**config.mk**
```make
export PLATFORM = sky130hd
export DESIGN_NAME = swap_engine
export DESIGN_NICKNAME = d
export VERILOG_FILES = /design/src/rtl/swap_pkg.sv /design/src/rtl/swap_regfile.sv /design/src/rtl/swap_engine.sv
export SDC_FILE = /design/constraint.sdc
export NUM_CORES = 1
export LEC_CHECK = 0
export BUFFER_PORTS_ARGS = -buffer_cell sky130_fd_sc_hd__buf_4
export CAP_MARGIN = 25
export CORE_MARGIN = 3
export CORE_UTILIZATION = 44
export CTS_BUF_LIST = sky130_fd_sc_hd__clkbuf_4
export CTS_CLUSTER_SIZE = 24
export DETAILED_ROUTE_END_ITERATION = 8
export PLACE_DENSITY_LB_ADDON = 0.3
export SLEW_MARGIN = 20
export SYNTH_ARGS = -nofsm -noshare
export SYNTH_HDL_FRONTEND = slang
export SYNTH_SLANG_ARGS = --single-unit
export TNS_END_PERCENT = 50
```
**constraint.sdc**
```tcl
create_clock -name clk -period 4.53 [get_ports clk]
set_clock_uncertainty 0.2 [all_clocks]
set_input_delay 0.906 -clock clk [delete_from_list [all_inputs] [get_ports clk]]
set_output_delay 0.906 -clock clk [all_outputs]
set_load 0.01 [all_outputs]
```
**src/rtl/swap_pkg.sv**
```systemverilog
// Shared definitions for the swap engine: state encoding and default widths.
package swap_pkg;

  // Default widths used when the engine is instantiated without overrides.
  localparam int DW_DEF = 8;
  localparam int AW_DEF = 2;
  localparam int CW_DEF = 8;

  // The phase output exports these codes directly, so their values are fixed.
  typedef enum logic [1:0] {
    IDLE  = 2'd0,
    LOAD  = 2'd1,
    MOVE  = 2'd2,
    STORE = 2'd3
  } swap_state_t;

endpackage

```
**src/rtl/swap_regfile.sv**
```systemverilog
// Small register file behind the swap engine: one synchronous write port,
// three combinational read ports, and a full clear on asynchronous reset.
module swap_regfile #(
  parameter int DW = 8,
  parameter int AW = 2
) (
  input  logic          clk,
  input  logic          reset_n,
  input  logic          we_i,
  input  logic [AW-1:0] waddr_i,
  input  logic [DW-1:0] wdata_i,
  input  logic [AW-1:0] raddr_host_i,
  input  logic [AW-1:0] raddr_a_i,
  input  logic [AW-1:0] raddr_b_i,
  output logic [DW-1:0] rdata_host_o,
  output logic [DW-1:0] rdata_a_o,
  output logic [DW-1:0] rdata_b_o
);

  localparam int DEPTH = 2 ** AW;

  logic [DW-1:0] mem_q [DEPTH];

  // Storage: cleared on reset so an aborted swap leaves nothing behind.
  always_ff @(posedge clk or negedge reset_n) begin
    if (!reset_n) begin
      for (int i = 0; i < DEPTH; i++) begin
        mem_q[i] <= '0;
      end
    end else if (we_i) begin
      mem_q[waddr_i] <= wdata_i;
    end
  end

  assign rdata_host_o = mem_q[raddr_host_i];
  assign rdata_a_o    = mem_q[raddr_a_i];
  assign rdata_b_o    = mem_q[raddr_b_i];

endmodule

```
**src/rtl/swap_engine.sv**
```systemverilog
// Swap engine: accepts a two-address swap command and exchanges the two
// register-file entries through a temp register in a fixed
// IDLE -> LOAD -> MOVE -> STORE walk. Hosts may write and read while idle.
module swap_engine
  import swap_pkg::*;
#(
  parameter int DW = DW_DEF,
  parameter int AW = AW_DEF,
  parameter int CW = CW_DEF
) (
  input  logic          clk,
  input  logic          reset_n,
  input  logic          req_valid,
  output logic          req_ready,
  input  logic [AW-1:0] addr_a,
  input  logic [AW-1:0] addr_b,
  input  logic          wr_en,
  input  logic [AW-1:0] wr_addr,
  input  logic [DW-1:0] wr_data,
  input  logic [AW-1:0] rd_addr,
  output logic [DW-1:0] rd_data,
  output logic          busy,
  output logic [1:0]    phase,
  output logic          int_we,
  output logic          done,
  output logic [CW-1:0] swap_cnt
);

  swap_state_t   state_q, state_d;
  logic [AW-1:0] a_q, a_d;
  logic [AW-1:0] b_q, b_d;
  logic [DW-1:0] temp_q, temp_d;
  logic          done_q, done_d;
  logic [CW-1:0] cnt_q, cnt_d;

  logic          mem_we;
  logic [AW-1:0] mem_waddr;
  logic [DW-1:0] mem_wdata;
  logic [DW-1:0] rd_a;
  logic [DW-1:0] rd_b;

  swap_regfile #(
    .DW (DW),
    .AW (AW)
  ) u_regfile (
    .clk          (clk),
    .reset_n      (reset_n),
    .we_i         (mem_we),
    .waddr_i      (mem_waddr),
    .wdata_i      (mem_wdata),
    .raddr_host_i (rd_addr),
    .raddr_a_i    (a_q),
    .raddr_b_i    (b_q),
    .rdata_host_o (rd_data),
    .rdata_a_o    (rd_a),
    .rdata_b_o    (rd_b)
  );

  // State register for the swap walk.
  always_ff @(posedge clk or negedge reset_n) begin
    if (!reset_n) begin
      state_q <= IDLE;
    end else begin
      state_q <= state_d;
    end
  end

  // Datapath registers: latched addresses, temp copy, done pulse, swap count.
  always_ff @(posedge clk or negedge reset_n) begin
    if (!reset_n) begin
      a_q    <= '0;
      b_q    <= '0;
      temp_q <= '0;
      done_q <= 1'b0;
      cnt_q  <= '0;
    end else begin
      a_q    <= a_d;
      b_q    <= b_d;
      temp_q <= temp_d;
      done_q <= done_d;
      cnt_q  <= cnt_d;
    end
  end

  // Next-state logic; the single write port is shared between the host (IDLE
  // only), the MOVE step (mem[a] <= mem[b]) and the STORE step (mem[b] <= temp).
  always_comb begin
    state_d   = state_q;
    a_d       = a_q;
    b_d       = b_q;
    temp_d    = temp_q;
    done_d    = 1'b0;
    cnt_d     = cnt_q;
    mem_we    = 1'b0;
    mem_waddr = wr_addr;
    mem_wdata = wr_data;

    case (state_q)
      IDLE: begin
        mem_we = wr_en;
        if (req_valid) begin
          a_d     = addr_a;
          b_d     = addr_b;
          state_d = LOAD;
        end
      end
      LOAD: begin
        temp_d  = rd_a;
        state_d = MOVE;
      end
      MOVE: begin
        mem_we    = 1'b1;
        mem_waddr = a_q;
        mem_wdata = rd_b;
        state_d   = STORE;
      end
      STORE: begin
        mem_we    = 1'b1;
        mem_waddr = b_q;
        mem_wdata = temp_q;
        done_d    = 1'b1;
        cnt_d     = cnt_q + CW'(1);
        state_d   = IDLE;
      end
      default: begin
        state_d = IDLE;
      end
    endcase
  end

  assign req_ready = (state_q == IDLE);
  assign busy      = (state_q != IDLE);
  assign phase     = state_q;
  assign int_we    = (state_q == MOVE) || (state_q == STORE);
  assign done      = done_q;
  assign swap_cnt  = cnt_q;

endmodule

```
# After elaboration in Yosys (flattened, before gate mapping)
# Index checks and enable logic that the tools add are counted.
totals:
  regBits: 55
  latch_bits: 0
  mem_bits_rw: 0
  rom_bits: 0
  in_bits: 20
  out_inout_bits: 22
  elab_cells: 48
  memories: 0
classes:
  add_sub_neg: 1
  mul: 0
  n_div: 0
  n_lt_le_gt_ge: 5
  n_eq_ne: 4
  shifts: 0
  mux: 18
  bitwise_logic: 4
  reduce_logical: 6
ops:
  columns: ["cell", "count"]
  rows:
  - ["8-bit 2-to-1 mux", 7]
  - ["8-bit binary-select mux with 2-bit select", 3]
  - ["32-bit bitwise mux", 1]
  - ["8-bit demux with 2-bit select", 1]
  - ["8-bit one-hot mux with 2 select lines", 1]
  - ["3-bit >= comparator (second input constant)", 4]
  - ["2-bit NOT with 3-bit output", 4]
  - ["8-bit by 1-bit adder with 8-bit output (second input constant)", 1]
  - ["2-bit one-hot mux with 4 select lines", 1]
  - ["2-bit equality test (second input constant)", 2]
  - ["2-bit one-hot mux with 2 select lines", 1]
  - ["3-bit by 1-bit < comparator with 1-bit output (second input constant)", 1]
  - ["2-bit by 1-bit equality test with 1-bit output (second input constant)", 1]
  - ["2-bit zero test", 1]
  - ["2-bit 2-to-1 mux", 1]
  - ["2-bit != test (second input constant)", 1]
  - ["1-bit one-hot mux with 2 select lines", 1]
  - ["2-bit AND reduction", 1]
  - ["2-bit nonzero test", 1]
  - ["2-bit OR reduction", 1]
  - ["1-bit logical AND", 1]
  - ["1-bit logical OR", 1]
  - ["1-bit 2-to-1 mux", 1]

# Depth between registers and ports, before layout
# Gate-level depths: netlist (run 1).
depth:
  depth_word: 8
  depth_mapped: 7
  depth_no_buf: 6

# Hierarchy
# A second synthesis (run 1) with hierarchy kept.
hier_totals:
  hier_cells: 218
  hier_area_um2: 3083.0
by_module_without_submodules:
  columns: ["module", "n_inst", "cells_each", "area_per_inst_um2", "seq_area_each_um2"]
  rows:
  - ["swap_regfile", 1, 98, 1779.2, 800.8]
  - ["swap_engine", 1, 120, 1303.8, 575.6]

# Least setup slack after synthesis (run 1)
# Ideal clock, no wire load.
synth_path:
  kind: "input port to output port"
  startpoint: "in rd_addr[0]"
  endpoint: "out rd_data[0]"
  t_arrival_ns: 1.921
  t_required_ns: 3.424
  path_slack_ns: 1.503
  cell_stages: 2
  path_buffers: 1
  path_cell_list: "clkbuf_1 -> mux4_2"
synth_via:
  elab_chain_cells: 4
synth_lines:
  columns: ["element", "line_no", "source"]
  rows:
  - ["from (decl)", "swap_engine.sv:20", "input logic [AW-1:0] rd_addr,"]
  - ["2-bit NOT with 3-bit output (not written as such)", "swap_regfile.sv:35", "assign rdata_host_o = mem_q[raddr_host_i];"]
  - ["8-bit binary-select mux with 2-bit select", "swap_regfile.sv:35", null]
  - ["8-bit 2-to-1 mux (not written as such) (2 in a row)", "swap_regfile.sv:35", null]
  - ["to (decl)", "swap_engine.sv:21", "output logic [DW-1:0] rd_data,"]
# No other way between the ends. The select of a mux whose other input is x is not followed.

# Worst setup path after layout (run 1)
layout_path:
  startpoint: "reg state_q[0] (netlist: phase[0])"
  endpoint: "out int_we"
layout_via:
  elab_chain_cells: 2
layout_lines:
  columns: ["element", "line_no", "source"]
  rows:
  - ["from (decl)", "swap_engine.sv:29", "swap_state_t state_q, state_d;"]
  - ["from (signal assigned)", "swap_engine.sv:64", "state_q <= state_d;"]
  - ["2-bit equality test", "swap_engine.sv:134", "assign int_we = (state_q == MOVE) || (state_q == STORE);"]
  - ["1-bit logical OR (*)", "swap_engine.sv:134", null]
  - ["to (decl)", "swap_engine.sv:24", "output logic int_we,"]
# Mark *: on every way between the ends. The rest lies on a longest branch, timed or not.

==> flow_summary.ini, run 1 <==
[worst_setup_path]
worstReg2RegStart = phase[0]$_DFFE_PN0P_
end_kind = output pin
critPathMaxFanout = 16
r2r_setup_slack_ns = 1.81
r2r_end = u_regfile.mem_q[16]$_DFFE_PN0P_
cp_common_cell = inv_1
slowest_delay_ns = 0.59
r2r_cells = 6
worst_path_max_delay_cell = ha_1
criticalPathCategory = reg -> out
cp.required_ns = 3.42
critPathLaunchType = register
crit_family = adder cells
path_buf_inv = 3
arrival_ns = 1.93
path_cells = inv_1, ha_1, nor2_1, inv_1, buf_4

[global_route]
gr-usage-all-layers = 0.178
grt_pass1_wl_um = 10600
antenna_found_initial = 0
grt_max_degree = 56
grt_pass1_vias = 1988
overflow = 0

[place]
port_buffers = 41
pre_cts_slack_ns = 1.60
gp_congestion = 0.714
hpwlAfterDp_um = 4100

[yosys]
ys_ff_latch = 55
synth_edf_count = 0
synth-async-reset-ratio = 1.00
post_synth_num_cell_types = 33
syn_nets = 241
syn_avg_cell_area_um2 = 13.9
synth_warnings = 0
ys_seq_area_frac = 0.459
yosys_most_used_dff = dfrtp_1
syn_inst = 215
syn_area_um2 = 3000

[hold_path]
min_to = swap_cnt[7]$_DFFE_PN0N_
hold_depth = 1
min_from = swap_cnt[7]$_DFFE_PN0N_
min_path_type = reg -> reg

[detailed_routing]
drt_wl_total_um = 6360
drtPass1Iterations = 4
first_iter_violations = 67
routedWlPerCell_um = 19.3
drc = 0
num_vias = 1923
vias_per_cell = 5.83
detail-route-antenna-nets = 0

[pwr]
power.internal_w = 0.00156
ir_drop_uv = 292
clockPowerShare = 0.107
p_leak_nw = 1.53
p_sw_frac = 0.384
p_comb_frac = 0.505
switchingPower_w = 0.000975
pwr-share-seq = 0.388
pwr_density_cell_nw_per_um2 = 740

[timing]
period_needed_ns = 3.04
hold_violations = 0
timing.final.crit_share = 0.670
final_max_slew_viol_count = 0
setup_violations = 0
rsz0062_at_grt = no
max_freq_ghz = 0.329
slew_headroom = 0.435
layout_setup_ws_ns = 1.49
setup_tns_ns = 0
tightest_slew_ns = 0.848

[die]
placementRows = 29
die_area_um2 = 7840
initial_core_util = 0.464
fp.coreArea_um2 = 6460
die_width_um = 88.5
num_io_pins = 42
die_y_um = 88.5

[final_layout]
area_growth_syn_to_layout_pct = 14.4
finalNetCount = 278
diodes = 0
drive_gt1_frac = 0.435
mostFrequentLayoutCells = 55 x dfrtp_1, 41 x buf_4, 37 x mux2_2
layout_commonest_cell = dfrtp_1
utilization = 0.531

[cts]
clockBufferDepth = 2
path_clk_slew_ns = 0.16
cts_sinks = 55
cts-root-buf = clkbuf_4
clk_latency_ns = 0.37
ctsHoldBuffers = 0
htreeDepth = 2
cts_resized = 0
cts_inserted_buffers = 5
cts_tree = yes
postCtsSetupRepairBufs = 0

[flow_run]
maxCapViolCount = 0

[status]
status = finished clean
## routing by layer
metal / vias up / global-route usage / share of wire
met4: 0 / 0.0330 / 0.0042
met1: 984 / 0.254 / 0.47
met5: - / 0 / 0
li1: 885 / - / -
met2: 52 / 0.289 / 0.47
met3: 2 / 0.0317 / 0.050
## power by group through the flow
stage                     Clock (W)  Combinational [W]  Sequential [W]
after floorplan                   0            0.00103        0.000877
after global placement            0            0.00126        0.000993
after detailed placement          0            0.00129        0.000998
after CTS                  0.000278            0.00129        0.000986
after global routing       0.000299            0.00141         0.00103
final                      0.000271            0.00128        0.000984
## Yosys cell counts (all sizes together), types with 2 or more instances
cell    instances  share of area
ha              6          0.025
dfrtp          55           0.46
clkbuf          4         0.0050
mux4           16           0.12
nand4           3         0.0063
o21ai           9          0.015
a21oi           2         0.0046
a221oi          8          0.023
inv             5         0.0063
nor3b           8          0.020
nand2           9          0.018
buf             8          0.015
mux2           53           0.20
nor2            5         0.0063
xnor2           5          0.015
mux2i           8          0.027
a211oi          2         0.0092
xor2            2         0.0058
## area by class of cell
| type | count | area [µm²] |
|---|---|---|
| fill | 558 | 3030 |
| multi-input combinational | 143 | 1540 |
| sequential | 55 | 1380 |
| timing repair buffer | 42 | 319 |
| tap | 77 | 96.3 |
| clock inverter | 3 | 38.8 |
| clock buffer | 5 | 37.5 |
| inverter | 5 | 18.8 |
## worst max path at each step
| stage | start | end | slack, ns | cells past startpoint |
|---|---|---|---|---|
| finish | phase[0]$_DFFE_PN0P_ | int_we | 1.49 | 5 |
| global route | phase[0]$_DFFE_PN0P_ | int_we | 1.32 | 5 |
| CTS | phase[0]$_DFFE_PN0P_ | int_we | 1.26 | 4 |
| detailed placement | rd_addr[0] | rd_data[1] | 1.60 | 3 |
| global placement | rd_addr[0] | rd_data[3] | 1.62 | 3 |
| floorplan | rd_addr[0] | rd_data[0] | 1.50 | 2 |
## logic make-up (layout without fill, tap and decap cells)
logic type,after synthesis,count (layout),share of synthesized area
AO/OA/AOI/OAI,25,25,0.0626
XOR/XNOR,7,7,0.0205
adder cells (fa/ha/maj),6,6,0.0250
buffers and inverters,17,55,0.0263
flip-flops,55,55,0.459
multiplexers,77,77,0.346
AND/OR/NAND/NOR,28,28,0.0605
## flip-flops by register name, summed over array words and instances, names as in the netlist
register         count
phase                2
a_q                  2
b_q                  2
done                 1
swap_cnt             8
temp_q               8
u_regfile.mem_q     32
## through the flow
step	total power, W	hold WS, ns	cell area, µm²	std cells
after floorplan	0.00190	0.281	3000	215
after global placement	0.00226	0.265	3340	321
after detailed placement	0.00228	0.272	3340	321
after CTS	0.00256	0.295	3420	329
after global routing	0.00274	0.336	3430	330
final	0.00254	0.297	3430	330
(Power assumes the default switching activity.)
==> run 2, diff against run 1 <==
==> constraint.sdc (replaced) <==
create_clock -name clk -period 3 [get_ports clk]
set_clock_uncertainty 0.2 [all_clocks]
set_input_delay 0.6 -clock clk [delete_from_list [all_inputs] [get_ports clk]]
set_output_delay 0.6 -clock clk [all_outputs]
set_load 0.01 [all_outputs]
==> flow_summary.ini, run 2 (synthesized netlist as in run 1, its figures left out) <==
[cts]
cts_resized = 0
cts_inserted_buffers = 5
path_clk_slew_ns = 0.16
cts_sinks = 55
clockBufferDepth = 2
postCtsSetupRepairBufs = 0
clk_latency_ns = 0.38
ctsHoldBuffers = 0
cts_tree = yes
htreeDepth = 2
cts-root-buf = clkbuf_4

[final_layout]
drive_gt1_frac = 0.440
largest_register_ff_count = 32
top_register = u_regfile.mem_q
area_growth_syn_to_layout_pct = 14.5
diodes = 0
finalNetCount = 282
mostFrequentLayoutCells = 55 x dfrtp_1, 46 x buf_4, 37 x mux2_2
fillCellCount = 561
final_cell_area_um2 = 3430
layout_commonest_cell = dfrtp_1

[worst_setup_path]
worst_path_max_delay_cell = dfrtp_1
path_cells = ha_1, buf_4, nor2_1, inv_1, buf_4
cp_common_cell = buf_4
cp.required_ns = 2.20
criticalPathCategory = reg -> out
r2r_setup_slack_ns = 0.43
end_kind = output pin
critPathMaxFanout = 13
path_buf_inv = 3
crit_family = flip-flops
slowest_delay_ns = 0.48
arrival_ns = 1.84
worstSetupStartpoint = phase[0]$_DFFE_PN0P_
worstReg2RegStart = phase[0]$_DFFE_PN0P_
critPathLaunchType = register

[timing]
final_max_slew_viol_count = 0
hold_violations = 0
setup_tns_ns = 0
period_needed_ns = 2.64
setup_violations = 0
rsz0062_at_grt = no
whs_ns = 0.0298
tightest_slew_ns = 0.700
max_freq_ghz = 0.379
timing.final.crit_share = 0.880
slew_headroom = 0.533

[die]
placementRows = 29
die_width_um = 88.5
die_y_um = 88.5
fp.coreArea_um2 = 6460
initial_core_util = 0.464
die_area_um2 = 7840
num_io_pins = 42

[detailed_routing]
routedWlPerCell_um = 19.7
detail-route-antenna-nets = 0
drc = 0
vias_per_cell = 5.93
num_vias = 1979
first_iter_violations = 76
drtPass1Iterations = 4
drt_wl_total_um = 6570

[pwr]
p_total_w = 0.00381
pwr_density_cell_nw_per_um2 = 1110
ir_drop_uv = 423
p_leak_nw = 1.54

[place]
dpl_cell_area_um2 = 3380
hpwlAfterDp_um = 4470
port_buffers = 41
gp_congestion = 0.765

[global_route]
grt_max_degree = 56
grt_pass1_wl_um = 10700
overflow = 0
gr-usage-all-layers = 0.184
antenna_found_initial = 0
grt_pass1_vias = 1963

[flow_run]
maxCapViolCount = 0

[hold_path]
min_path_type = in -> async

[status]
status = finished clean
==> run 2: path summary, 6_finish.rpt <==
check,endpoint,cells after the start
worst max-delay path,int_we,5
worst min-delay path,phase[1]$_DFFE_PN0P_,1
worst max register to register,u_regfile.mem_q[28]$_DFFE_PN0P_,6
worst min register to register,swap_cnt[7]$_DFFE_PN0N_,1
max in group asynchronous,temp_q[2]$_DFFE_PN0N_,1
min in group clk,phase[1]$_DFFE_PN0P_,2
==> run 2: stage by stage <==
stage / setup WS (ns) / utilization / instances
floorplan: 0.585 / - / 215
global placement: 0.514 / 0.523 / 326
detailed placement: 0.423 / 0.523 / 326
CTS: 0.362 / 0.531 / 334
global route: 0.236 / 0.531 / 334
finish: 0.361 / 0.531 / 334
==> run 2: metal layers <==
layer	vias to the layer above	wire length (µm)	GRT usage
li1	901	-	-
met5	-	0	0
met3	8	341	0.0326
met2	69	3190	0.300
met1	1001	2960	0.254
met4	0	78	0.0536
==> run 2: area by class of cell <==
type | instances | area, µm² | area share
multi-input cells | 143 | 1540 | 0.450
flip-flops and latches | 55 | 1380 | 0.401
repair buffers | 46 | 345 | 0.101
well taps | 77 | 96.3 | 0.0281
clock buffers | 5 | 37.5 | 0.0109
inverters | 5 | 18.8 | 0.00547
clock inverters | 3 | 15.0 | 0.00437
==> run 2: power breakdown <==
group	leakage [nW]	internal, W	total, W	switching [W]
sequential	0.687	0.00108	0.00145	0.000369
combinational	0.823	0.00113	0.00203	0.000903
clock	0.0263	0.0000867	0.000326	0.000240
total	1.54	0.00230	0.00381	0.00151
==> run 3, diff against run 2 <==
--- a/config.mk
+++ b/config.mk
@@ -7,8 +7,10 @@
 export LEC_CHECK = 0
 export BUFFER_PORTS_ARGS = -buffer_cell sky130_fd_sc_hd__buf_4
 export CAP_MARGIN = 25
+export CELL_PAD_IN_SITES_DETAIL_PLACEMENT = 1
+export CELL_PAD_IN_SITES_GLOBAL_PLACEMENT = 2
 export CORE_MARGIN = 3
-export CORE_UTILIZATION = 44
+export CORE_UTILIZATION = 41
 export CTS_BUF_LIST = sky130_fd_sc_hd__clkbuf_4
 export CTS_CLUSTER_SIZE = 24
 export DETAILED_ROUTE_END_ITERATION = 8
==> constraint.sdc (replaced) <==
create_clock -name clk -period 2.6 [get_ports clk]
set_clock_uncertainty 0.2 [all_clocks]
set_input_delay 0.52 -clock clk [delete_from_list [all_inputs] [get_ports clk]]
set_output_delay 0.52 -clock clk [all_outputs]
set_load 0.01 [all_outputs]
==> flow_summary.ini, run 3 (synthesized netlist as in run 1, its figures left out) <==
[global_route]
grt_pass1_vias = 2136
gr-usage-all-layers = 0.183
antenna_found_initial = 0
grt_max_degree = 56
overflow = 0
grt_pass1_wl_um = 11800

[timing]
final_max_slew_viol_count = 0
tightest_slew_ns = 0.761
setup_violations = 0
period_needed_ns = 2.45
rsz0062_at_grt = no
hold_violations = 0
setup_tns_ns = 0
max_freq_ghz = 0.408
slew_headroom = 0.492
layout_setup_ws_ns = 0.147
timing.final.crit_share = 0.943

[final_layout]
area_growth_syn_to_layout_pct = 18.9
layout_commonest_cell = dfrtp_1
utilization = 0.514
largest_register_ff_count = 32
drive_gt1_frac = 0.462
diodes = 0
finalNetCount = 289
layoutNonFillerInstCount = 360
top_register = u_regfile.mem_q
mostFrequentLayoutCells = 55 x dfrtp_1, 52 x buf_4, 37 x mux2_2

[cts]
htreeDepth = 2
path_clk_slew_ns = 0.16
cts-root-buf = clkbuf_4
clk_latency_ns = 0.36
cts_tree = yes
clockBufferDepth = 2
cts_sinks = 55
cts_inserted_buffers = 5

[detailed_routing]
detail-route-antenna-nets = 0
drtPass1Iterations = 4
first_iter_violations = 70
routedWlPerCell_um = 20.2
num_vias = 2006
drc = 0
vias_per_cell = 5.57
drt_wl_total_um = 7260

[die]
die_width_um = 91.5
fp.coreArea_um2 = 6940
placementRows = 30
die_y_um = 91.5
num_io_pins = 42
initial_core_util = 0.432
die_area_um2 = 8370

[place]
gp_congestion = 0.732
dp.cells = 350
pre_cts_slack_ns = 0.130
port_buffers = 41
hpwlAfterDp_um = 4970

[pwr]
p_total_w = 0.00474
pwr_density_cell_nw_per_um2 = 1330
p_leak_nw = 1.60
ir_drop_uv = 429

[worst_setup_path]
critPathMaxFanout = 8
critPathLaunchType = register
cp.required_ns = 1.88
end_kind = output pin
r2r_setup_slack_ns = 0.17
criticalPathCategory = reg -> out
arrival_ns = 1.73

[status]
status = finished clean

[hold_path]
min_path_type = in -> reg

[flow_run]
maxCapViolCount = 0
[run 3: layout make-up]
cell class	instances	area, µm²
inverters	5	18.8
fillers	718	3380
well taps	96	120
flip-flops and latches	55	1380
repair buffers	53	400
clock buffers	6	45.0
clock inverters	2	60.1
multi-input cells	143	1550
[run 3: worst max-delay path: stages (launching register included)]
cell and delay [ns]:
dfrtp_1 0.43, inv_1 0.08, ha_1 0.30, buf_4 0.21
nor2_2 0.15, inv_1 0.05, buf_4 0.14
[run 3: worst paths after layout]
| check | from | end | depth (start not counted) |
|---|---|---|---|
| max | phase[0]$_DFFE_PN0P_ | int_we | 6 |
| min | req_valid | phase[1]$_DFFE_PN0P_ | 2 |
| max reg2reg | phase[0]$_DFFE_PN0P_ | u_regfile.mem_q[21]$_DFFE_PN0P_ | 6 |
| min reg2reg | swap_cnt[7]$_DFFE_PN0N_ | swap_cnt[7]$_DFFE_PN0N_ | 1 |
| max in group asynchronous | reset_n | temp_q[4]$_DFFE_PN0N_ | 2 |
| min in group asynchronous | reset_n | phase[1]$_DFFE_PN0P_ | 2 |
[run 3: timing repair]
| item | 4_1_cts | 5_1_grt |
|---|---|---|
| resized for setup | 0 | 1 |
| setup endpoints to repair | 1 | 1 |
| pin swaps | 0 | 0 |
| hold buffers | 1 | 0 |
| hold endpoints to repair | 1 | 0 |
| setup buffers | 1 | 0 |
[run 3: per-layer routing]
| metal | GRT usage | routed length (µm) |
|---|---|---|
| met1 | 0.278 | 3560 |
| met2 | 0.281 | 3490 |
| met3 | 0.0257 | 173 |
| met4 | 0.0339 | 36 |
| met5 | 0 | 0 |
[run 3: stage by stage]
stage / hold slack [ns] / instance area [µm²]
after global placement: 0.264 / 3440
after detailed placement: 0.273 / 3440
after global routing: 0.101 / 3570
after floorplan: 0.0244 / 3000
after CTS: 0.103 / 3560
final: 0.128 / 3570
[run 3: report_power, final]
| part | internal, W | switching, W |
|---|---|---|
| clock | 0.000311 | 0.000270 |
| combinational | 0.00137 | 0.00116 |
| sequential | 0.00125 | 0.000375 |
